$ cat src/rtl/tpu_pkg.sv
// -----------------------------------------------------------------------------
// tpu_pkg
// Shared definitions for the TPU result path.
//   - TPU_LANE_W / TPU_LANES : element width and elements per C word
//   - TPU_WORD_W             : width of one C buffer word
//   - rd_state_e             : c_readout FSM states
//   - c_lane()               : C word lane extraction (lane 0 = MSBs)
//   - tile_count()           : number of 4-column tiles for N columns
//   - last_tile_lanes()      : populated lanes in the final tile
// -----------------------------------------------------------------------------
package tpu_pkg;

  localparam int TPU_LANE_W = 32;
  localparam int TPU_LANES  = 4;
  localparam int TPU_WORD_W = TPU_LANE_W * TPU_LANES;
  localparam int TPU_LIW    = $clog2(TPU_LANES);

  typedef enum logic [1:0] {
    RD_IDLE = 2'd0,
    RD_RUN  = 2'd1,
    RD_DONE = 2'd2
  } rd_state_e;

  // Lane 0 occupies the top bits of the word, lane 3 the bottom bits.
  function automatic logic [TPU_LANE_W-1:0] c_lane(
    input logic [TPU_WORD_W-1:0] word,
    input logic [TPU_LIW-1:0]    lane
  );
    logic [TPU_WORD_W-1:0] sh;
    sh = word << (TPU_LANE_W * int'(lane));
    return sh[TPU_WORD_W-1 -: TPU_LANE_W];
  endfunction

  // ceil(N/4); N=255 gives 64, so 7 bits are needed.
  function automatic logic [6:0] tile_count(input logic [7:0] n);
    logic [8:0] sum;
    sum = {1'b0, n} + 9'd3;
    return sum[8:2];
  endfunction

  // N - 4*(T-1), i.e. 1..4 for any N > 0.
  function automatic logic [TPU_LIW:0] last_tile_lanes(input logic [7:0] n);
    logic [TPU_LIW:0] k;
    if (n[1:0] == 2'd0) k = 3'd4;
    else                k = {1'b0, n[1:0]};
    return k;
  endfunction

endpackage

$ cat src/rtl/word_fifo.sv
// -----------------------------------------------------------------------------
// word_fifo
// Two-entry synchronous FIFO holding C words returned from the result buffer.
// A push while full is accepted only when a pop happens in the same cycle;
// a pop while empty is ignored. Storage is not reset, only the pointers.
//   clk, rst_n   : clock, asynchronous active-low reset
//   push_i/din_i : write strobe and word
//   pop_i        : remove head word
//   dout_o       : head word (meaningful when !empty_o)
//   full_o, empty_o, count_o : occupancy status
// -----------------------------------------------------------------------------
module word_fifo #(
  parameter int WIDTH = 128
) (
  input  logic             clk,
  input  logic             rst_n,
  input  logic             push_i,
  input  logic [WIDTH-1:0] din_i,
  input  logic             pop_i,
  output logic [WIDTH-1:0] dout_o,
  output logic             full_o,
  output logic             empty_o,
  output logic [1:0]       count_o
);

  logic [WIDTH-1:0] mem_q [2];
  logic             wr_ptr_q, wr_ptr_d;
  logic             rd_ptr_q, rd_ptr_d;
  logic [1:0]       count_q, count_d;
  logic             do_push, do_pop;

  assign empty_o = (count_q == 2'd0);
  assign full_o  = (count_q == 2'd2);
  assign count_o = count_q;
  assign dout_o  = mem_q[rd_ptr_q];

  assign do_pop  = pop_i && !empty_o;
  assign do_push = push_i && (!full_o || do_pop);

  always_comb begin
    wr_ptr_d = wr_ptr_q ^ do_push;
    rd_ptr_d = rd_ptr_q ^ do_pop;
    count_d  = count_q + {1'b0, do_push} - {1'b0, do_pop};
  end

  always_ff @(posedge clk or negedge rst_n) begin
    if (!rst_n) begin
      wr_ptr_q <= 1'b0;
      rd_ptr_q <= 1'b0;
      count_q  <= 2'd0;
    end else begin
      wr_ptr_q <= wr_ptr_d;
      rd_ptr_q <= rd_ptr_d;
      count_q  <= count_d;
    end
  end

  always_ff @(posedge clk) begin
    if (do_push) mem_q[wr_ptr_q] <= din_i;
  end

endmodule

$ cat src/rtl/c_readout.sv
// -----------------------------------------------------------------------------
// c_readout
// Drains the M x N int32 result matrix C from the TPU result buffer and
// streams it row-major over a valid/ready handshake.
//   clk, rst_n            : clock, asynchronous active-low reset
//   start, M, N           : launch pulse and matrix size (sampled in IDLE)
//   busy, done            : run status; done pulses once per run
//   c_rd_en, c_index      : result buffer read strobe / word address
//   c_rd_data             : word returned one cycle after c_rd_en
//   out_valid, out_ready  : element stream handshake
//   out_data, out_last    : element and end-of-matrix marker
// Buffer layout: column tile t, row r sits at word t*M + r. Reads walk the
// words in emission order (row outer, tile inner) so the emit side simply
// drains a FIFO. At most two words are buffered or in flight.
// -----------------------------------------------------------------------------
module c_readout
  import tpu_pkg::*;
#(
  parameter int LANE_W = TPU_LANE_W,
  parameter int LANES  = TPU_LANES,
  parameter int IDX_W  = 16
) (
  input  logic                    clk,
  input  logic                    rst_n,
  input  logic                    start,
  input  logic [7:0]              M,
  input  logic [7:0]              N,
  output logic                    busy,
  output logic                    done,
  output logic                    c_rd_en,
  output logic [IDX_W-1:0]        c_index,
  input  logic [LANE_W*LANES-1:0] c_rd_data,
  output logic                    out_valid,
  input  logic                    out_ready,
  output logic [LANE_W-1:0]       out_data,
  output logic                    out_last
);

  localparam int LIW = $clog2(LANES);

  rd_state_e state_q, state_d;

  // Run parameters latched at start.
  logic [7:0]       m_q, m_d;
  logic [6:0]       t_q, t_d;
  logic [LIW:0]     last_k_q, last_k_d;

  // Read-side walk.
  logic [7:0]       rd_row_q, rd_row_d;
  logic [6:0]       rd_tile_q, rd_tile_d;
  logic [IDX_W-1:0] rd_addr_q, rd_addr_d;
  logic             rd_all_q, rd_all_d;
  logic             inflight_q, inflight_d;

  // Emit-side walk.
  logic [7:0]       em_row_q, em_row_d;
  logic [6:0]       em_tile_q, em_tile_d;
  logic [LIW-1:0]   em_lane_q, em_lane_d;

  logic                    accept;
  logic                    fifo_pop;
  logic [LANE_W*LANES-1:0] fifo_head;
  logic                    fifo_full, fifo_empty;
  logic [1:0]              fifo_count;
  logic                    slot_free;
  logic                    em_last_tile, em_last_row, em_last_lane;
  logic [LIW:0]            em_k;
  logic                    hs, final_hs;

  word_fifo #(
    .WIDTH (LANE_W*LANES)
  ) u_fifo (
    .clk     (clk),
    .rst_n   (rst_n),
    .push_i  (inflight_q),
    .din_i   (c_rd_data),
    .pop_i   (fifo_pop),
    .dout_o  (fifo_head),
    .full_o  (fifo_full),
    .empty_o (fifo_empty),
    .count_o (fifo_count)
  );

  assign accept = (state_q == RD_IDLE) && start;

  // Emit side: lane position within the head word.
  assign em_last_tile = (em_tile_q == t_q - 7'd1);
  assign em_last_row  = (em_row_q == m_q - 8'd1);
  assign em_k         = em_last_tile ? last_k_q : (LIW+1)'(LANES);
  assign em_last_lane = (em_lane_q == LIW'(em_k - 1'b1));

  assign out_valid = (state_q == RD_RUN) && !fifo_empty;
  assign out_data  = out_valid ? c_lane(fifo_head, em_lane_q) : '0;
  assign out_last  = out_valid && em_last_lane && em_last_tile && em_last_row;

  assign hs       = out_valid && out_ready;
  assign fifo_pop = hs && em_last_lane;
  assign final_hs = hs && em_last_lane && em_last_tile && em_last_row;

  // Buffered + in-flight words never exceed two. Both occupied-by-two cases
  // are listed; a pop this cycle frees a slot, which keeps single-lane words
  // streaming without bubbles.
  assign slot_free = !(fifo_full || ((fifo_count == 2'd1) && inflight_q)) || fifo_pop;

  assign c_rd_en = (state_q == RD_RUN) && !rd_all_q && slot_free;
  assign c_index = rd_addr_q;

  assign busy = (state_q != RD_IDLE);
  assign done = (state_q == RD_DONE);

  always_comb begin
    state_d = state_q;
    unique case (state_q)
      RD_IDLE: begin
        if (start) begin
          if ((M == 8'd0) || (N == 8'd0)) state_d = RD_DONE;
          else                            state_d = RD_RUN;
        end
      end
      RD_RUN: begin
        if (final_hs) state_d = RD_DONE;
      end
      RD_DONE: state_d = RD_IDLE;
      default: state_d = RD_IDLE;
    endcase
  end

  always_comb begin
    m_d        = m_q;
    t_d        = t_q;
    last_k_d   = last_k_q;
    rd_row_d   = rd_row_q;
    rd_tile_d  = rd_tile_q;
    rd_addr_d  = rd_addr_q;
    rd_all_d   = rd_all_q;
    inflight_d = c_rd_en;
    em_row_d   = em_row_q;
    em_tile_d  = em_tile_q;
    em_lane_d  = em_lane_q;

    if (accept) begin
      m_d      = M;
      t_d      = tile_count(N);
      last_k_d = last_tile_lanes(N);
    end

    // Address runs +M per tile and restarts at r+1 on each new row.
    if (c_rd_en) begin
      if (rd_tile_q == t_q - 7'd1) begin
        rd_tile_d = 7'd0;
        rd_addr_d = IDX_W'(rd_row_q) + IDX_W'(1);
        if (rd_row_q == m_q - 8'd1) rd_all_d = 1'b1;
        else                        rd_row_d = rd_row_q + 8'd1;
      end else begin
        rd_tile_d = rd_tile_q + 7'd1;
        rd_addr_d = rd_addr_q + IDX_W'(m_q);
      end
    end

    if (hs) begin
      if (em_last_lane) begin
        em_lane_d = '0;
        if (em_last_tile) begin
          em_tile_d = 7'd0;
          em_row_d  = em_row_q + 8'd1;
        end else begin
          em_tile_d = em_tile_q + 7'd1;
        end
      end else begin
        em_lane_d = em_lane_q + 1'b1;
      end
    end

    // Walks are cleared on the way out so IDLE starts from index 0.
    if (state_q == RD_DONE) begin
      rd_row_d  = 8'd0;
      rd_tile_d = 7'd0;
      rd_addr_d = '0;
      rd_all_d  = 1'b0;
      em_row_d  = 8'd0;
      em_tile_d = 7'd0;
      em_lane_d = '0;
    end
  end

  always_ff @(posedge clk or negedge rst_n) begin
    if (!rst_n) begin
      state_q    <= RD_IDLE;
      m_q        <= 8'd0;
      t_q        <= 7'd0;
      last_k_q   <= '0;
      rd_row_q   <= 8'd0;
      rd_tile_q  <= 7'd0;
      rd_addr_q  <= '0;
      rd_all_q   <= 1'b0;
      inflight_q <= 1'b0;
      em_row_q   <= 8'd0;
      em_tile_q  <= 7'd0;
      em_lane_q  <= '0;
    end else begin
      state_q    <= state_d;
      m_q        <= m_d;
      t_q        <= t_d;
      last_k_q   <= last_k_d;
      rd_row_q   <= rd_row_d;
      rd_tile_q  <= rd_tile_d;
      rd_addr_q  <= rd_addr_d;
      rd_all_q   <= rd_all_d;
      inflight_q <= inflight_d;
      em_row_q   <= em_row_d;
      em_tile_q  <= em_tile_d;
      em_lane_q  <= em_lane_d;
    end
  end

endmodule

$ cat config.mk
export PLATFORM = sky130hd
export DESIGN_NAME = c_readout
export DESIGN_NICKNAME = d
export VERILOG_FILES = /design/src/rtl/tpu_pkg.sv /design/src/rtl/word_fifo.sv /design/src/rtl/c_readout.sv
export SDC_FILE = /design/constraint.sdc
export NUM_CORES = 1
export LEC_CHECK = 0
export ABC_AREA = 1
export BUFFER_PORTS_ARGS = -buffer_cell sky130_fd_sc_hd__buf_2
export CORE_UTILIZATION = 56
export DETAILED_ROUTE_END_ITERATION = 10
export PLACE_DENSITY = 0.83
export RECOVER_POWER = 100
export SYNTH_ARGS = -nofsm -noshare
export SYNTH_HDL_FRONTEND = slang
export SYNTH_SLANG_ARGS = --single-unit
$ cat constraint.sdc
create_clock -name clk -period 12.9 [get_ports clk]
set_clock_uncertainty 0.15 [all_clocks]
set_input_delay 3.87 -clock clk [delete_from_list [all_inputs] [get_ports clk]]
set_output_delay 3.87 -clock clk [all_outputs]
set_load 0.02 [all_outputs]
### Word-level counts from Yosys, hierarchy flattened

Memory sizes are Yosys's and may differ from the RTL's.
Cells that the tools add are included.
Widths: inputs -> output; s select.

* multiplexer cells: 34
* reduce and logical (&&, ||, !) cells: 39
* bitwise gates (word level): 2
* shift operators: 1
* add/subtract/negate cells: 13
* eq/ne operators: 12

Operator list (number)
* $shl 128x7->128: 1
* $mux 8: 8
* $mux 7: 7
* $mux 16: 3
* $mux 32: 1
* $add 16x8->16: 1
* $add 8x1->8 const B: 2
* $eq 8x8->1: 2
* $logic_not 8->1: 2
* $mux 2: 8
* $add 7x1->7 const B: 2
* $eq 7x7->1: 2
* $logic_and 1x1->1: 14
* $reduce_bool 2->1: 7
* $add 8x1->9 const B: 1
* $add 8x2->9 const B: 1
* $reduce_and 3->1: 3
* $sub 8x1->8 const B: 1
* $sub 7x1->7 const B: 1
* $logic_not 2->1: 3
* $mux 1: 6
* $ne 2x2->1 const B: 3
* $eq 2x1->1 const B: 2
* $eq 2x2->1 const B: 2
* 10 further kinds: 18

* bits in registers: 73
* word-level logic and storage cells: 117
* output and inout port bits: 53
* RAM bits: 256
* memories kept: 1
* input bits: 148

Memory list
* u_fifo.mem_q: depth 2, width 128, read ports 1, clocked after memory_dff 0, write ports 1, line word_fifo.sv:26 `logic [WIDTH-1:0] mem_q [2];`

### Depth between registers and ports, before layout

Gate-level depths: netlist of run 1.

* depth after elaboration: 11
* gate-level depth with buffers: 21

### Cells and area by module

A second synthesis of run 1 with hierarchy kept.

* cell total of the unflattened synthesis: 1614
* area, all modules: 15343.5 um^2

Modules (own cells, without submodules)
* word_fifo: instances 1, seq. area each 7787.5 um^2, cells each 704, area an instance 9549.2 um^2
* c_readout: instances 1, seq. area each 1726.7 um^2, cells each 910, area an instance 5794.3 um^2

### Least setup slack after synthesis of run 1

Ideal clock, no wire load.

* path type: input to output
* start point: in out_ready
* end point: out c_rd_en
* data arrival time: 4.601 ns
* stages on the path: 6
* data required time: 8.880 ns
* path slack: 4.279 ns
* cells stage by stage: nand2_1 -> inv_1 -> nand3_4 -> nand2_2 -> nand2_4 -> inv_1

* cells in the longest elaborated chain, start to end: 4

Ends and longest elaborated chain
* start: declaration: line c_readout.sv:34 `input logic out_ready,`
* $logic_and 1x1->1: line c_readout.sv:96 `assign hs = out_valid && out_ready;`
* $logic_and 1x1->1: line c_readout.sv:97 `assign fifo_pop = hs && em_last_lane;`
* $logic_or 1x1->1: line c_readout.sv:103 `assign slot_free = !(fifo_full || ((fifo_count == 2'd1) && inflight_q)) || fifo_pop;`
* $logic_and 1x1->1: line c_readout.sv:105 `assign c_rd_en = (state_q == RD_RUN) && !rd_all_q && slot_free;`
* end: declaration: line c_readout.sv:30 `output logic c_rd_en,`

Every way passes these cells.

### Worst setup path in the final report of run 1

* start point: reg u_fifo.rd_ptr_q
* end point: out out_data[17]

* cells in the longest elaborated chain, start to end: 3

Ends and longest elaborated chain
* start: declaration: line word_fifo.sv:28 `logic rd_ptr_q, rd_ptr_d;`
* start signal: assignment: line word_fifo.sv:53 `rd_ptr_q <= rd_ptr_d;`
* $mem_v2 2x128
* $shl 128x7->128: line tpu_pkg.sv:30 `sh = word << (TPU_LANE_W * int'(lane));`
* $mux 32: line c_readout.sv:93 `assign out_data = out_valid ? c_lane(fifo_head, em_lane_q) : '0;`
* end: declaration: line c_readout.sv:35 `output logic [LANE_W-1:0] out_data,`

Every way passes these cells.

==> results of run 1 <==
-- cell usage in the layout (no fill, tap or decap), drive strengths merged --
cell type / n
edfxtp: 256
nor2: 247
o21ai: 210
nand2: 165
clkbuf: 143
buf: 112
inv: 104
nand3: 84
dfrtp: 73
o22ai: 39
a31oi: 35
xor2: 35
ha: 18
nand4: 17
a21oi: 13
nor3: 11
xnor2: 10
clkinv: 9
diode: 6
nor4: 4
nor3b: 4
or2: 3
o22a: 2
bufinv: 2
clkinvlp: 1
o21bai: 1
o21a: 1
a32o: 1
fa: 1
-- worst max-delay path, delay by kind of cell (launching register included) --
family / cells / cell delay, ns
AOI/OAI and AO/OA: 4 / 1.10
buffers and inverters: 3 / 4.05
DFF: 1 / 0.62
-- area by class of cell --
class                           count  area [um^2]
Sequential cell                   329         9520
Clock buffer                       45          892
Fill cell                        2034         9150
Inverter                          106          400
Timing Repair Buffer              210          938
Clock inverter                     10          128
Antenna cell                        6         15.0
Multi-Input combinational cell    901         4520
Tap cell                          335          419
-- worst paths after layout --
check | from | to | slack, ns
setup reg to reg | t_q[0]$_DFFE_PN0P_ | u_fifo.mem_q[1][60]$_DFFE_PP_ | 4.75
max in group asynchronous | rst_n | u_fifo.rd_ptr_q$_DFF_PN0_ | 5.13
setup / recovery | u_fifo.rd_ptr_q$_DFF_PN0_ | out_data[17] | 2.51
min in group asynchronous | rst_n | m_q[3]$_DFFE_PN0P_ | 4.67
hold / removal | rd_all_q$_DFFE_PN0P_ | rd_all_q$_DFFE_PN0P_ | 0.35
hold reg to reg | rd_all_q$_DFFE_PN0P_ | rd_all_q$_DFFE_PN0P_ | 0.35
-- power by group --
part           total (mW)  switching [mW]  internal (mW)
combinational        1.42            1.00          0.422
sequential           1.53           0.117           1.41
clock               0.918           0.389          0.529
total                3.87            1.51           2.36
-- registers in the layout, indices dropped and copies added (netlist names), 2 cells and up --
register / count
u_fifo.mem_q: 256
c_index: 16
em_row_q: 8
m_q: 8
rd_row_q: 8
em_tile_q: 7
rd_tile_q: 7
t_q: 7
em_lane_q: 2
last_k_q: 2
state_q: 2
u_fifo.count_o: 2
-- cells by family after synthesis --
group,count (synthesis),synth area share (%)
fa+ha+maj,19,1.66
buf+inv,171,4.57
xor+xnor,45,2.66
simple gates,535,15.5
compound gates,302,11.3
flops,329,64.3
-- layer usage --
| layer | vias up | track usage [%] | wire length (um) |
|---|---|---|---|
| li1 | 5264 | - | - |
| met1 | 5365 | 30.2 | 13400 |
| met2 | 426 | 43.2 | 16700 |
| met3 | 84 | 7.16 | 2720 |
| met4 | 6 | 9.51 | 917 |
| met5 | - | 0 | 35 |
==> results.txt, run 1 <==
----------------------------------------------------
[Status]
  Outcome ... finished with violations
  Violated checks ... max-capacitance violations, max-slew violations

[Route]
  Residual antenna-violating net count after detailed routing ... 0
  First-iteration detailed-routing DRC count ... 893
  Detailed-route DRC error count ... 0
  Total via count in the routed design ... between 10000 and 15000
  Post-DR wirelength/cell ... 17.4 um
  Detailed-route wire length ... approximately 34000 um
  DR vias/cell ... ~5.7
  Number of optimization iterations in the first detailed-route pass ... 6

[Clock tree]
  Total CTS buffers ... 34
  Buffers from clock root to sink, at most ... 3
  Hold_buf cts ... 0
  Clock edge transition at the registers on the reported setup and hold paths ... around 0.060 ns
  Cell chosen for the clock root ... clkbuf_16
  Sink Count ... approximately 330
  Number of setup buffers added after CTS ... 0
  Clock tree from TritonCTS ... done
  CTS H-tree lvls ... 2
  Clock latency on the worst-skew pair ... 0.51 ns
  Number of gates resized after cts ... 0

[Synth]
  Post-synthesis instance area ... around 15000 um^2
  Most frequently used cell type in the post-synthesis netlist ... edfxtp_1
  Per-instance average area after synthesis ... 10.6 um^2
  Post-synthesis register bit count ... ~330
  Most common flop cell mapped by yosys ... edfxtp_1
  Area contributors post-synth ... edfxtp_1 (52%), dfrtp_1 (12%), o21ai_0 (6.7%)
  Most frequent cells after synthesis ... edfxtp_1 (256), nor2_1 (242), o21ai_0 (199)
  FFs w/ async S/R, synth ... 22.2%
  Number of warnings reported in the yosys synthesis log ... 0
  Net count of the mapped netlist ... 1568
  Area leader, netlist ... edfxtp_1
  EDFF count, synth ... approximately 260
  Gate count of the mapped netlist ... 1401
  Sequential fraction of the synthesis area ... 64.3%
  Portion of synthesized cell area occupied by the leading cell type ... between 50% and 60%
  Count of unique library cells instantiated by Yosys ... 40

[Die]
  Effective utilization at floorplan ... 56.9%
  Count of boundary I/O pins ... around 200
  Die height ... 165 um
  Die Area ... roughly 27000 um^2
  Num rows ... 59
  Horiz. Die Dim ... ~160 um
  Core area ... 26000 um^2

[Layout]
  Filler-free cell count of the finished design ... 1942
  Final cell area excluding filler cells ... approximately 17000 um^2
  Synthesis-to-layout area growth ... 13.8%
  Final cell utilization of the core ... 64.8%
  Nets@finish ... 1749
  Layout cells sized above 1 ... 11.0%

[Critical path]
  Critical path endpoint category ... primary output
  Data required time of the critical path ... 8.88 ns
  Critical path type ... reg2out
  Slowest stage cell, crit path ... clkbuf_1
  Cells traversed along the worst timing path ... clkinvlp_2 -> clkbuf_1 -> o21ai_0 -> o22ai_1 -> o21ai_0 -> a31oi_1 -> clkbuf_1
  Startpoint class of the critical path ... flop
  Reg2Reg Depth ... 16
  Data arrival time of the critical path ... 6.37 ns
  Critical Path Max Stage Delay ... between 3 and 4 ns
  Crit path max fanout ... 111

[Place]
  Number of placed instances with taps included ... 1881
  Last weighted congestion value of the routability-driven placer ... 0.912
  Post-placement setup slack ... 3.87 ns
  Cell area after placement ... 16100 um^2
  Post-DP HPWL ... 21100 um
  Port bufs ... 200

[Worst hold path]
  Number of cells on the worst hold path ... 2
  Worst min-delay path class ... reg2reg

[Job]
  Maximum Capacitance Violations ... 7

[Timing]
  Timing-limited maximum frequency ... 0.0962 GHz
  Number of endpoints with negative hold slack in the final report ... 0
  Total of endpoints with negative setup slack in the final report ... 0
  Total Negative Setup Slacks ... 0 ns
  Worst slack on hold paths ... 0.345 ns
  Worst-case headroom to the max-slew limit ... -207%
  Number of slew-limit violations in the final report ... 483
  Minimum period implied by the final worst setup slack ... 10.39 ns
  Worst-Margin Slew ... around 4.6 ns
  Tcrit/Tclk final ... 80.5%
  Unrepaired setup endpoints after global routing ... no
  Worst-case setup margin in the final layout ... ~2.5 ns

[Power and ir drop]
  Maximum ir drop on the vdd rail ... 133 uV
  Static Leakage ... 6.50 nW
  Design Power ... 3.87 mW
  Power density normalized to cell area ... 230 nW/um^2

[Global routing]
  Congestion Overflow GR ... 0
  First-pass GRT wire length ... 52900 um
  Number of antenna violations at the first check in global routing ... 11
  Maximum number of pins on one net before global-route repair ... 112
  Gr usage total ... between 20% and 30%
  Vias in the first global route ... ~11000

----------------------------------------------------
Power figures use the tool's default switching activity.
==> run 2: changes to the inputs <==
- ABC_AREA: 1 -> 0
- CORE_UTILIZATION: 56 -> 52
- PLACE_DENSITY: 0.83 -> 0.81
- clock period: 12.9 -> 8.4 ns (I/O delays scaled with it)
==> run 2 against run 1 <==
Against the previous run: the run ends with design-rule violations, max-capacitance violations, max-slew violations left; count of clock-buffer cells in the layout shrank 4; die area grew 6.6%; combinational power up 9%; highest routed layer unchanged.
==> results.txt, run 2 <==
----------------------------------------------------
[Critical path]
  RR Startpoint ... em_lane_q[0]$_DFFE_PN0P_
  Startpoint class of the critical path ... input port
  Critical path type ... in2out
  Critical Path Source ... out_ready
  Data required time of the critical path ... 5.73 ns (-3.15 ns)
  Crit path max fanout ... 18 (-84%)
  Critical path endpoint category ... primary output
  Data arrival time of the critical path ... 4.72 ns (-1.65 ns)

[Die]
  Die height ... 170 um (+3.2%)
  Count of boundary I/O pins ... 201 (unchanged)
  Die Area ... 28900 um^2 (+6.6%)
  Horiz. Die Dim ... 170 um (+3.2%)
  Core area ... 27800 um^2 (+6.9%)
  Num rows ... 61 (+3.4%)
  Effective utilization at floorplan ... 52.7% (-4.2 points)

[Worst hold path]
  Worst min-delay path class ... reg2reg
  Worst hold path startpoint ... rd_all_q$_DFFE_PN0P_

[Synth]
  Post-synthesis register bit count ... 329 (unchanged)
  Most common flop cell mapped by yosys ... edfxtp_1
  Most frequently used cell type in the post-synthesis netlist ... edfxtp_1
  Area leader, netlist ... edfxtp_1
  Post-synthesis instance area ... 14700 um^2 (-0.93%)
  Gate count of the mapped netlist ... 936 (-33%)
  Count of unique library cells instantiated by Yosys ... 77 (+93%)
  Sequential fraction of the synthesis area ... 64.9% (+0.60 points)
  FFs w/ async S/R, synth ... 22.2% (unchanged)
  Number of warnings reported in the yosys synthesis log ... 0 (unchanged)
  Net count of the mapped netlist ... 1103 (-30%)
  Per-instance average area after synthesis ... 15.7 um^2 (+48%)
  EDFF count, synth ... 256 (unchanged)
  Most frequent cells after synthesis ... edfxtp_1 (256), dfrtp_1 (73), nor2_1 (68)
  Portion of synthesized cell area occupied by the leading cell type ... 52.5% (+0.49 points)
  Area contributors post-synth ... edfxtp_1 (52%), dfrtp_1 (12%), mux4_2 (9.8%)

[Clock tree]
  Number of setup buffers added after CTS ... 0 (unchanged)
  Total CTS buffers ... 36 (+5.9%)
  Clock tree from TritonCTS ... done
  Cell chosen for the clock root ... clkbuf_16
  Clock latency on the worst-skew pair ... 0.52 ns (about the same)
  Hold_buf cts ... 0 (unchanged)
  Sink Count ... 329 (unchanged)
  Number of gates resized after cts ... 0 (unchanged)
  CTS H-tree lvls ... 2 (unchanged)
  Buffers from clock root to sink, at most ... 3 (unchanged)
  Clock edge transition at the registers on the reported setup and hold paths ... 0.05 ns (about the same)

[Status]
  Outcome ... finished with violations
  Violated checks ... design-rule violations, max-capacitance violations, max-slew violations

[Layout]
  Filler-free cell count of the finished design ... 1549 (-20%)
  Nets@finish ... 1307 (-25%)
  Layout cells sized above 1 ... 21.1% (+10 points)
  Area of the multi-input gates ... 4890 um^2 (+8.1%)
  Largest register by flop count ... u_fifo.mem_q
  Most frequent cells in the layout ... edfxtp_1 (256), clkbuf_1 (120), buf_2 (88), dfrtp_1 (71), nor2_1 (68)
  Sequential standard cell area ... 9520 um^2 (unchanged)
  Synthesis-to-layout area growth ... 16.3%
  Leading cell type in the layout, fill and taps excluded ... edfxtp_1
  Max reg flops ... 256 (unchanged)
  Number of filler cells placed in the layout ... 2168 (+6.6%)

[Timing]
  Minimum period implied by the final worst setup slack ... 7.39 ns
  Total Negative Setup Slacks ... 0 ns (unchanged)
  Worst-Margin Slew ... 3.95 ns (-0.652 ns)
  Worst-case headroom to the max-slew limit ... -163% (+43 points)
  Unrepaired setup endpoints after global routing ... no
  Tcrit/Tclk final ... approximately 88%
  Number of endpoints with negative hold slack in the final report ... 0 (unchanged)
  Number of slew-limit violations in the final report ... 407 (-16%)
  Total of endpoints with negative setup slack in the final report ... 0 (unchanged)
  Timing-limited maximum frequency ... about 0.14 GHz

[Power and ir drop]
  Comb power frac ... 29.8% (-7.0 points)
  Static Leakage ... 6.13 nW (-5.7%)
  Internal power contribution ... 3.52 mW (+49%)
  Part of the total power dissipated in the clock network ... 29.9% (+6.2 points)
  Switching part of the total ... 32.6% (-6.3 points)
  Share of power burned in registers ... 40.3% (+0.8 points)
  Power density normalized to cell area ... 306 nW/um^2 (+33%)
  Maximum ir drop on the vdd rail ... 217 uV (+63%)
  NetSw ... 1.70 mW (+13%)

[Route]
  Residual antenna-violating net count after detailed routing ... 0 (unchanged)
  Detailed-route wire length ... 31000 um (-8.3%)
  Post-DR wirelength/cell ... 20.0 um (+15%)
  Total via count in the routed design ... 8844 (-21%)
  DR vias/cell ... 5.71 (-0.51%)
  First-iteration detailed-routing DRC count ... 744 (-17%)
  Detailed-route DRC error count ... 4 (+4)
  Number of optimization iterations in the first detailed-route pass ... 10 (+4)

[Place]
  Post-DP HPWL ... 19300 um (-8.2%)
  Port bufs ... 200 (unchanged)
  Number of placed instances with taps included ... 1480 (-21%)
  Last weighted congestion value of the routability-driven placer ... 0.856 (-6.1%)

[Job]
  Maximum Capacitance Violations ... 5 (-2)

[Global routing]
  Gr usage total ... 21.8% (-3.4 points)
  Number of antenna violations at the first check in global routing ... 8 (-3)
  Vias in the first global route ... 8935 (-17%)
  First-pass GRT wire length ... 47800 um (-9.6%)
  Maximum number of pins on one net before global-route repair ... 129 (+15%)
  Congestion Overflow GR ... 0 (unchanged)

----------------------------------------------------
[run 2: worst max-delay path: stages]
cell and delay (ns):
clkbuf_1 0.12, o211ai_1 0.28, or2_2 0.41, o41ai_1 0.74
o21ai_4 0.27, inv_1 0.14, clkbuf_1 0.24
[run 2: layout make-up]
class / count / area share, %
clock buffers: 41 / 5.45
diodes: 5 / 0.0734
clock inverters: 23 / 1.44
inverters: 16 / 0.352
well taps: 378 / 2.77
flip-flops and latches: 329 / 55.8
repair buffers: 210 / 5.37
multi-input cells: 547 / 28.7
[run 2: path summary, 6_finish.rpt]
kind                                            endpoint  slack, ns  cells after the start
min reg2reg                         rd_all_q$_DFFE_PN0P_       0.35                      2
max                                              c_rd_en       1.01                      7
max in group asynchronous       em_lane_q[0]$_DFFE_PN0P_       1.99                      2
min                                 rd_all_q$_DFFE_PN0P_       0.35                      2
min in group asynchronous             t_q[3]$_DFFE_PN0P_       3.32                      2
max reg2reg                u_fifo.mem_q[0][57]$_DFFE_PP_       2.07                      8
[run 2: cells by family (layout without fill, tap and decap cells)]
group	count (synthesis)	after routing	share of synthesized area [%]
adders and majority gates	19	19	1.67
DFF	329	329	64.9
buffers and inverters	60	290	1.77
and+or+nand+nor	228	228	7.92
other	0	5	0
xor gates and xnor gates	68	68	4.93
AOI/OAI and AO/OA	123	123	5.79
muxes	109	109	13.0
[run 2: metal layers]
layer	part of all wire (%)	track usage (%)	vias to the layer above	wire length (um)
met5	0.17	0	-	53
met4	2.2	6.74	8	671
met3	7.8	6.42	57	2430
met2	50	37.1	331	15600
met1	40	26.8	4391	12300
li1	-	-	4057	-
[run 2: metrics by stage]
stage	setup WS [ns]	total power [mW]	hold slack, ns	util, %	instance area [um^2]
4_1_cts	1.55	5.30	0.355	62.1	17200
3_5_place_dp	1.56	3.72	0.329	57.9	16100
3_3_place_gp	1.62	3.67	0.324	57.9	16100
5_1_grt	0.724	5.47	0.402	61.3	17000
6_report	1.01	5.22	0.354	61.4	17000
2_1_floorplan	0.858	3.26	0.299	-	14700
[run 2: power by group through the flow]
stage	Sequential (mW)	Clock (mW)	Combinational, mW
finish	2.11	1.56	1.55
global route	2.14	1.65	1.69
CTS	2.11	1.59	1.60
detailed placement	2.15	0	1.57
global placement	2.14	0	1.54
floorplan	1.96	0	1.31
==> run 3: changes to the inputs <==
- SYNTH_HIERARCHICAL: default -> 1
==> run 3 against run 2 <==
Against the previous run: the run ends with max-capacitance violations, max-slew violations left; wire length is 1.0% higher; global-route usage shrank 0.94 points; setup slack got worse by 0.060 ns; sequential share of layout area decreased by 1.4 points; register-to-register slack worse by 0.83 ns; power grew 29%; critical path type unchanged.
==> results.txt, run 3 <==
----------------------------------------------------
[Status]
  Outcome ... finished with violations
  Violated checks ... max-capacitance violations, max-slew violations

[Timing]
  Minimum period implied by the final worst setup slack ... 7.45 ns (+0.0595 ns)
  Worst-Margin Slew ... 3.99 ns (+0.0422 ns)
  Timing-limited maximum frequency ... 0.134 GHz (-0.80%)
  Unrepaired setup endpoints after global routing ... no
  Number of slew-limit violations in the final report ... 299 (-27%)
  Total of endpoints with negative setup slack in the final report ... 0 (unchanged)
  Worst-case headroom to the max-slew limit ... -166% (-2.8 points)
  Total Negative Setup Slacks ... 0 ns (unchanged)
  Number of endpoints with negative hold slack in the final report ... 0 (unchanged)
  Tcrit/Tclk final ... 88.7% (+0.71 points)

[Layout]
  Largest register by flop count ... u_fifo/mem_q
  Sequential standard cell area ... 9520 um^2 (about the same)
  Final cell utilization of the core ... 60.7% (-0.67 points)
  Most frequent cells in the layout ... edfxtp_1 (256), mux2_2 (135), clkbuf_1 (112), buf_2 (96), dfrtp_1 (71)
  Area of the multi-input gates ... 5330 um^2 (+8.9%)
  Leading cell type in the layout, fill and taps excluded ... edfxtp_1
  Layout cells sized above 1 ... 27.3% (+6.2 points)
  Number of filler cells placed in the layout ... 2182 (+0.65%)
  Synthesis-to-layout area growth ... 14.7%
  Nets@finish ... 1384 (+5.9%)
  Max reg flops ... 256 (unchanged)

[Power and ir drop]
  Maximum ir drop on the vdd rail ... 236 uV (+8.7%)
  Power density normalized to cell area ... 387 nW/um^2 (+26%)
  Static Leakage ... 6.34 nW (+3.4%)

[Route]
  First-iteration detailed-routing DRC count ... 678 (-8.9%)
  Total via count in the routed design ... 9234 (+4.4%)
  Detailed-route wire length ... 31400 um (+1.0%)
  Number of optimization iterations in the first detailed-route pass ... 5 (-5)
  Post-DR wirelength/cell ... 19.2 um (-4.1%)
  Detailed-route DRC error count ... 0 (-4)
  Residual antenna-violating net count after detailed routing ... 0 (unchanged)
  DR vias/cell ... 5.66 (-0.84%)

[Clock tree]
  Hold_buf cts ... 0 (unchanged)
  Cell chosen for the clock root ... clkbuf_16
  Clock latency on the worst-skew pair ... 0.52 ns (about the same)
  Total CTS buffers ... 36 (unchanged)
  Buffers from clock root to sink, at most ... 3 (unchanged)
  Number of gates resized after cts ... 0 (unchanged)
  Clock edge transition at the registers on the reported setup and hold paths ... 0.06 ns (about the same)
  Sink Count ... 329 (unchanged)
  Number of setup buffers added after CTS ... 0 (unchanged)
  Clock tree from TritonCTS ... done
  CTS H-tree lvls ... 2 (unchanged)

[Synth]
  Sequential fraction of the synthesis area ... 62.5% (-2.5 points)
  Gate count of the mapped netlist ... 1013 (+8.2%)
  Per-instance average area after synthesis ... 15.0 um^2 (-3.9%)
  Most common flop cell mapped by yosys ... edfxtp_1
  Count of unique library cells instantiated by Yosys ... 76 (-1.3%)
  Post-synthesis instance area ... 15200 um^2 (+4.0%)
  Net count of the mapped netlist ... 1179 (+6.9%)
  FFs w/ async S/R, synth ... 22.2% (unchanged)
  Post-synthesis register bit count ... 329 (unchanged)
  Area leader, netlist ... edfxtp_1
  EDFF count, synth ... 256 (unchanged)
  Most frequent cells after synthesis ... edfxtp_1 (256), mux2_2 (137), dfrtp_1 (73)
  Number of warnings reported in the yosys synthesis log ... 6 (+6)
  Most frequently used cell type in the post-synthesis netlist ... edfxtp_1
  Portion of synthesized cell area occupied by the leading cell type ... 50.5% (-2.0 points)
  Area contributors post-synth ... edfxtp_1 (50%), dfrtp_1 (12%), mux2_2 (10%)

[Global routing]
  Vias in the first global route ... 9400 (+5.2%)
  Congestion Overflow GR ... 0 (unchanged)
  Number of antenna violations at the first check in global routing ... 11 (+3)
  Gr usage total ... 20.8% (-0.94 points)
  Maximum number of pins on one net before global-route repair ... 74 (-43%)
  First-pass GRT wire length ... 49000 um (+2.7%)

[Die]
  Core area ... 28800 um^2 (+3.6%)
  Num rows ... 62 (+1.6%)
  Count of boundary I/O pins ... 201 (unchanged)
  Horiz. Die Dim ... 173 um (+1.9%)
  Die height ... 173 um (+1.9%)
  Die Area ... 30000 um^2 (+3.9%)
  Effective utilization at floorplan ... 52.9% (+0.19 points)

[Critical path]
  Critical path type ... in2out
  Data required time of the critical path ... 5.73 ns (about the same)
  Crit path max fanout ... 24 (+6)
  RR Startpoint ... u_fifo/count_o[1]$_DFF_PN0_
  Data arrival time of the critical path ... 4.78 ns (+0.06 ns)
  Critical Path Source ... out_ready
  Critical path endpoint category ... primary output
  Flop-to-flop setup slack ... 1.24 ns (-0.83 ns)
  Startpoint class of the critical path ... input port

[Place]
  Port bufs ... 200 (unchanged)
  Post-DP HPWL ... 20300 um (+4.9%)
  Last weighted congestion value of the routability-driven placer ... 0.882 (+3.0%)

[Worst hold path]
  Worst min-delay path class ... reg2reg
  Worst hold path startpoint ... state_q[1]$_DFFE_PN0P_

[Job]
  Maximum Capacitance Violations ... 5 (unchanged)

----------------------------------------------------
## run 3: cell types whose count changed in the layout (fill, tap and decap cells not counted), sizes merged, moves of 4 or more
cell | previous run | this run
xnor2 | 31 | 38
nand2 | 53 | 44
nand3 | 16 | 23
buf | 92 | 101
mux2i | 37 | 0
nor2b | 3 | 36
nor3 | 11 | 20
clkbuf | 159 | 152
a31o | 9 | 5
mux2 | 8 | 137
xor2 | 29 | 18
nor2 | 70 | 58
mux4 | 64 | 32
## run 3: layer usage
metal / track usage (%) / share of wire (%) / vias to the layer above
met2: 35.3 / 49 / 348
met5: 0 / 0.21 / -
met3: 5.74 / 7.9 / 70
li1: - / - / 4278
met4: 7.45 / 2.8 / 10
met1: 25.6 / 40 / 4528
## run 3: metrics by stage
stage          instances  power, mW  hold slack (ns)  worst slack (ns)  instance area [um^2]
4_1_cts             1624       6.85            0.379              1.28                 17700
3_5_place_dp        1564       5.33            0.366              1.28                 16500
5_1_grt             1627       7.11            0.414             0.648                 17500
6_report            1631       6.75            0.375             0.951                 17500
3_3_place_gp        1564       5.24            0.353              1.34                 16500
2_1_floorplan       1013       4.71            0.306              1.49                 15200
## run 3: final timing paths
kind / to / depth (start not counted)
max: c_rd_en / 9
min: state_q[0]$_DFFE_PN0P_ / 1
max reg2reg: u_fifo/mem_q[1][65]$_DFFE_PP_ / 9
min reg2reg: state_q[0]$_DFFE_PN0P_ / 1
max in group asynchronous: em_lane_q[0]$_DFFE_PN0P_ / 2
min in group asynchronous: c_index[10]$_DFFE_PN0P_ / 2
## run 3: critical path: stages
cell      delay, ns
clkbuf_1       0.10
inv_1          0.05
nor2_1         0.22
nand2_1        0.19
nor2_1         0.18
o211ai_1       0.18
and3_1         0.45
inv_1          0.60
clkbuf_1       0.30
## run 3: where the power goes
part | leakage [nW] | internal [mW] | switching [mW]
Clock | 0.548 | 0.868 | 0.626
Combinational | 2.51 | 1.09 | 1.41
Sequential | 3.28 | 2.48 | 0.278
## run 3: kinds of logic (layout without fill, tap and decap cells)
logic type | count (synthesis) | in the layout | share of synthesized area [%]
other | 0 | 7 | 0
xor gates and xnor gates | 66 | 66 | 4.71
muxes | 169 | 169 | 14.9
buffers and inverters | 63 | 290 | 2.44
adders and majority gates | 18 | 18 | 1.53
and+or+nand+nor | 250 | 250 | 8.82
DFF | 329 | 329 | 62.5
AOI/OAI and AO/OA | 118 | 118 | 5.19
## run 3: area by class of cell
type	count	area share, %
repair buffers	212	5.37
well taps	384	2.75
clock buffers	41	5.38
multi-input cells	621	30.5
inverters	18	0.387
flip-flops and latches	329	54.5
clock inverters	19	1.04
diodes	7	0.100
